===== src/rtl/counter_sync_down.sv =====
// rtl/counter_sync_down.sv - synchronous down counter with load, wrap/one-shot modes and terminal-count flags
module counter_sync_down #(
    parameter int WIDTH = 4
) (
    input  logic             clk,
    input  logic             rst,
    input  logic             en,
    input  logic             load,
    input  logic [WIDTH-1:0] load_val,
    input  logic             mode,
    output logic [WIDTH-1:0] count,
    output logic             zero,
    output logic             borrow,
    output logic             done
);

    typedef enum logic {
        S_RUN  = 1'b0,
        S_HALT = 1'b1
    } state_t;

    localparam logic [WIDTH-1:0] CNT_MAX = '1;

    state_t           state;
    state_t           state_next;
    logic [WIDTH-1:0] count_next;
    logic             borrow_next;

    always_ff @(posedge clk) begin
        if (rst) begin
            state  <= S_RUN;
            count  <= CNT_MAX;
            borrow <= 1'b0;
            done   <= 1'b0;
        end else begin
            state  <= state_next;
            count  <= count_next;
            borrow <= borrow_next;
            done   <= (state_next == S_HALT);
        end
    end

    // load beats en in any state; HALT only leaves through load or rst
    always_comb begin
        state_next  = state;
        count_next  = count;
        borrow_next = 1'b0;
        if (load) begin
            count_next = load_val;
            state_next = S_RUN;
        end else if (state == S_RUN && en) begin
            if (count != '0) begin
                count_next = count - 1'b1;
            end else if (!mode) begin
                count_next  = CNT_MAX;
                borrow_next = 1'b1;
            end else begin
                state_next = S_HALT;
            end
        end
    end

    assign zero = (count == '0);

endmodule


===== config.mk =====
export PLATFORM = sky130hd
export DESIGN_NAME = counter_sync_down
export DESIGN_NICKNAME = d
export VERILOG_FILES = /design/src/rtl/counter_sync_down.sv
export SDC_FILE = /design/constraint.sdc
export NUM_CORES = 1
export LEC_CHECK = 0
export ABC_AREA = 1
export CAP_MARGIN = 10
export CORE_AREA = 2 2 39 41
export CTS_CLUSTER_SIZE = 24
export DETAILED_ROUTE_END_ITERATION = 16
export DIE_AREA = 0 0 41 43
export PLACE_DENSITY_LB_ADDON = 0.3
export SLEW_MARGIN = 5
export SYNTH_ARGS = -nofsm -noshare
export SYNTH_HDL_FRONTEND = slang
export SYNTH_SLANG_ARGS = --single-unit

===== constraint.sdc =====
create_clock -name clk -period 3.2 [get_ports clk]
set_input_delay 0.8 -clock clk [delete_from_list [all_inputs] [get_ports clk]]
set_output_delay 0.8 -clock clk [all_outputs]
set_load 0.02 [all_outputs]

After elaboration in Yosys (flattened, before gate mapping):

Index checks and enable logic that the tools add are counted.

* bits in registers: 6
* bits of input ports: 9
* output and inout port bits: 7
* logic and storage cells: 21

* $add $sub $neg: 1
* equal/unequal tests: 1
* mux-type cells: 5
* bitwise operators: 3
* reduce and logical (&&, ||, !) cells: 8

Operators by type and width (number)
* $mux W4: 4
* $logic_not A4 Y1: 1
* $reduce_bool A4 Y1: 1
* $reduce_or A4 Y1: 1
* $sub A4 B1 Y4 const B: 1
* $ne A3 B2 Y1 const B: 1
* $not A1 Y1: 3
* $reduce_and A3 Y1: 1
* $reduce_and A2 Y1: 1
* $reduce_bool A2 Y1: 1
* $reduce_or A2 Y1: 1
* $logic_and A1 B1 Y1: 1
* $mux W1: 1

Depth between registers and ports, before layout:

* depth in word-level cells: 4
* mapped depth: 9
* gate-level depth less buffers: 9

Least setup slack after synthesis:

OpenSTA, ideal clock, no wires.

* path type: register -> output
* start: register count[0]
* end: output port zero
* arrival: 1.013 ns
* slack: 1.387 ns
* stages on the path, launching flop included: 5
* path buffers: 0
* cell sequence: dfxtp_1 > inv_1 > ha_1 > nand2_1 > nor2_2

* longest elaborated chain between the ends: 1

Ends and longest elaborated chain
* start, declared: line 11 `output logic [WIDTH-1:0] count,`
* start signal, assigned: line 37 `count <= count_next;`
* $logic_not A4 Y1: line 63 `assign zero = (count == '0);`
* end, declared: line 12 `output logic zero,`

Every way passes these cells.

Worst setup path after layout:

Ends and elaborated chain as after synthesis.

==> impl_metrics.ini <==
[global_route]
overflow = 0
grt_max_degree = 8
grt_use_total = 0.1072
grt_first_pass_wirelength_mm = 1.228
grt_pass1_vias = 336
antenna_found_initial = 0

[critical_path]
r2r_cells = 6
critPathKind = register to output port
required_ns = 2.40
r2r_slack_ns = 2.00
worst_r2r_startpoint = count[0]
crit_fanout = 4
start_kind = register
crit_path_end_kind = output port
worst_r2r_endpoint = count[2]
arrival_ns = 1.72

[sta]
timing.final.crit_share = 0.7876
hold_viol = 0
drv_slew = 0
finalCriticalPeriod_ns = 2.520
tightest_slew_ns = 0.2275
setup_tns_ns = 0
setup_viol = 0
timing.fmax_ghz = 0.3968
finClkSkew_ns = 0.004373
rsz0062_at_grt = false
final.setup.worst_slack_ns = 0.6798
relSlewSlack = 0.8478

[finish]
insertedDiodeCount = 0
drive_above_1_share = 0.1200
final_cell_mix = nand2_1, clkdlybuf4s50_1, inv_1, nand3_1, dfxtp_1
final_common_cell = nand2_1
final_cell_area_um2 = 564.3
syn2layout_area_growth_pct = 51.85
fin_util = 0.4078
fill_cells = 148
fin_nets = 87

[power_and_ir_drop]
cellLeakagePower_uw = 0.0002622
powerDensity_mw_per_mm2 = 373.8
power.switching_uw = 62.16
swShare = 0.2947
pwr-share-seq = 0.402
p_clk_frac = 0.343
p_int_uw = 148.8
power_frac_comb = 0.255
peakVddDrop_v = 0.0001230

[placed_design]
port_buffers = 15
place_congestion = 0.7579
place_area_um2 = 541.8
place_ws_ns = 0.9301
dp_hpwl_um = 655.7

[synth]
yosysTopAreaCell = dfxtp_1
synth_xor_xnor_area_share = 0
yosysSeqAreaShare = 0.3232
synth_mux_area_frac = 0
synth_nets = 67
synth_top_family_by_area = simple AND/OR/NAND/NOR gates
synthCells = 57
synth_compound_area_frac = 0.08081
synth_top_area_share = 0.3232
netlist_area_um2 = 371.6
ys_ff_latch = 6
synth_top_cells_by_area = dfxtp_1, nand2_1, nand3_1
yosys.area_share.simple = 0.4714
synth_fa_ha_area_frac = 0.03367
yosys_warnings = 0
synth_cell_types = 14
syn_area_per_cell_um2 = 6.519

[cts]
cts.htree.levels = 1
root_buffer = clkbuf_4
clock_latency_ns = 0.25
cts_setup_buffers = 0
cts_sinks = 6
cts_tree = built
cts_resized = 0
cts_inserted_buffers = 3
cts_buffer_depth = 2
hold_buffers = 0
clkTransAtPathRegs_ns = 0.05

[floorplanning]
rows = 14
fp.dieH_um = 43
num_io_pins = 16
die_area_mm2 = 0.001763
fp.dieW_um = 41
core-area_mm2 = 0.001384
initial_core_util = 0.2685

[worst_hold_path]
holdCritStartpoint = state
min_path_type = register to register
min_to = state
min_path_cells = 2

[detailed_routing]
ant_nets = 0
wl_per_cell_um = 8.692
num_vias = 393
drt_wl_total_um = 791
dr.pass1.iters = 3
viasPerCell = 4.319
drc = 0
drt-initial-drc-count = 4

[flow_run]
maxCapViolCount = 0

[run_status]
status = finished, final reports clean
## stage by stage
| stage | cells | power (µW) | hold WS [ns] |
|---|---|---|---|
| 2_1_floorplan | 57 | 115.0 | 0.5466 |
| 3_3_place_gp | 88 | 140.6 | 0.4616 |
| 3_5_place_dp | 88 | 140.6 | 0.4731 |
| 4_1_cts | 91 | 215.4 | 0.4789 |
| 5_1_grt | 91 | 226.3 | 0.5135 |
| 6_report | 91 | 210.9 | 0.4767 |
## metal layers
layer | global-route usage | wire length (µm) | vias to the layer above
li1 | - | - | 219
met1 | 0.1342 | 383 | 160
met2 | 0.1375 | 365 | 10
met3 | 0.01571 | 23 | 4
met4 | 0.1200 | 19 | 0
met5 | 0 | 0 | -
## critical path, stage by stage (launching register included)
cell	delay, ns
dfxtp_1	0.32
inv_1	0.09
ha_1	0.23
nand2_1	0.10
nor2_2	0.12
clkdlybuf4s50_1	0.62
## cell type report
type | instances | area, µm² | area share
Multi-Input combinational cell | 42 | 217.7 | 0.3858
Timing Repair Buffer | 15 | 150.1 | 0.2661
Sequential cell | 6 | 120.1 | 0.2129
Inverter | 9 | 33.78 | 0.05987
Clock buffer | 3 | 22.52 | 0.03991
Tap cell | 16 | 20.02 | 0.03548
## registers in the layout, indices dropped and copies added, names as in the netlist
name	count
count	4
borrow	1
state	1
## Yosys cell counts
master and number:
nand2_4 2, nor4_2 1, dfxtp_1 6, ha_1 1, o21ai_0 2, nand3_2 1, nand2_1 18, nor2_1 4
a21oi_1 4, nor2_2 1, inv_1 8, nand4_1 1, nand3_1 7, inv_2 1
## how the worst max path moves through the flow
stage,startpoint,end,slack [ns],cells after the start
6_report,count[0],zero,0.68,5
5_1_grt,count[0],zero,0.59,5
4_1_cts,count[0],zero,0.66,5
3_5_place_dp,count[0],zero,0.93,5
3_3_place_gp,count[0],zero,0.95,5
2_1_floorplan,count[0],zero,1.39,4
## power by group through the flow
stage	registers (µW)	clock network, µW	logic, µW
floorplan	91.2	0	23.8
finish	84.7	72.4	53.8
global placement	86.0	0	54.6
detailed placement	86.3	0	54.4
CTS	84.8	76.1	54.5
global route	85.5	80.7	60.1
## kinds of logic after synthesis
family / count (synthesis)
flops: 6
buf+inv: 9
compound gates: 6
fa+ha+maj: 1
simple gates: 35
Note: power is estimated with default switching activity, not from simulation.
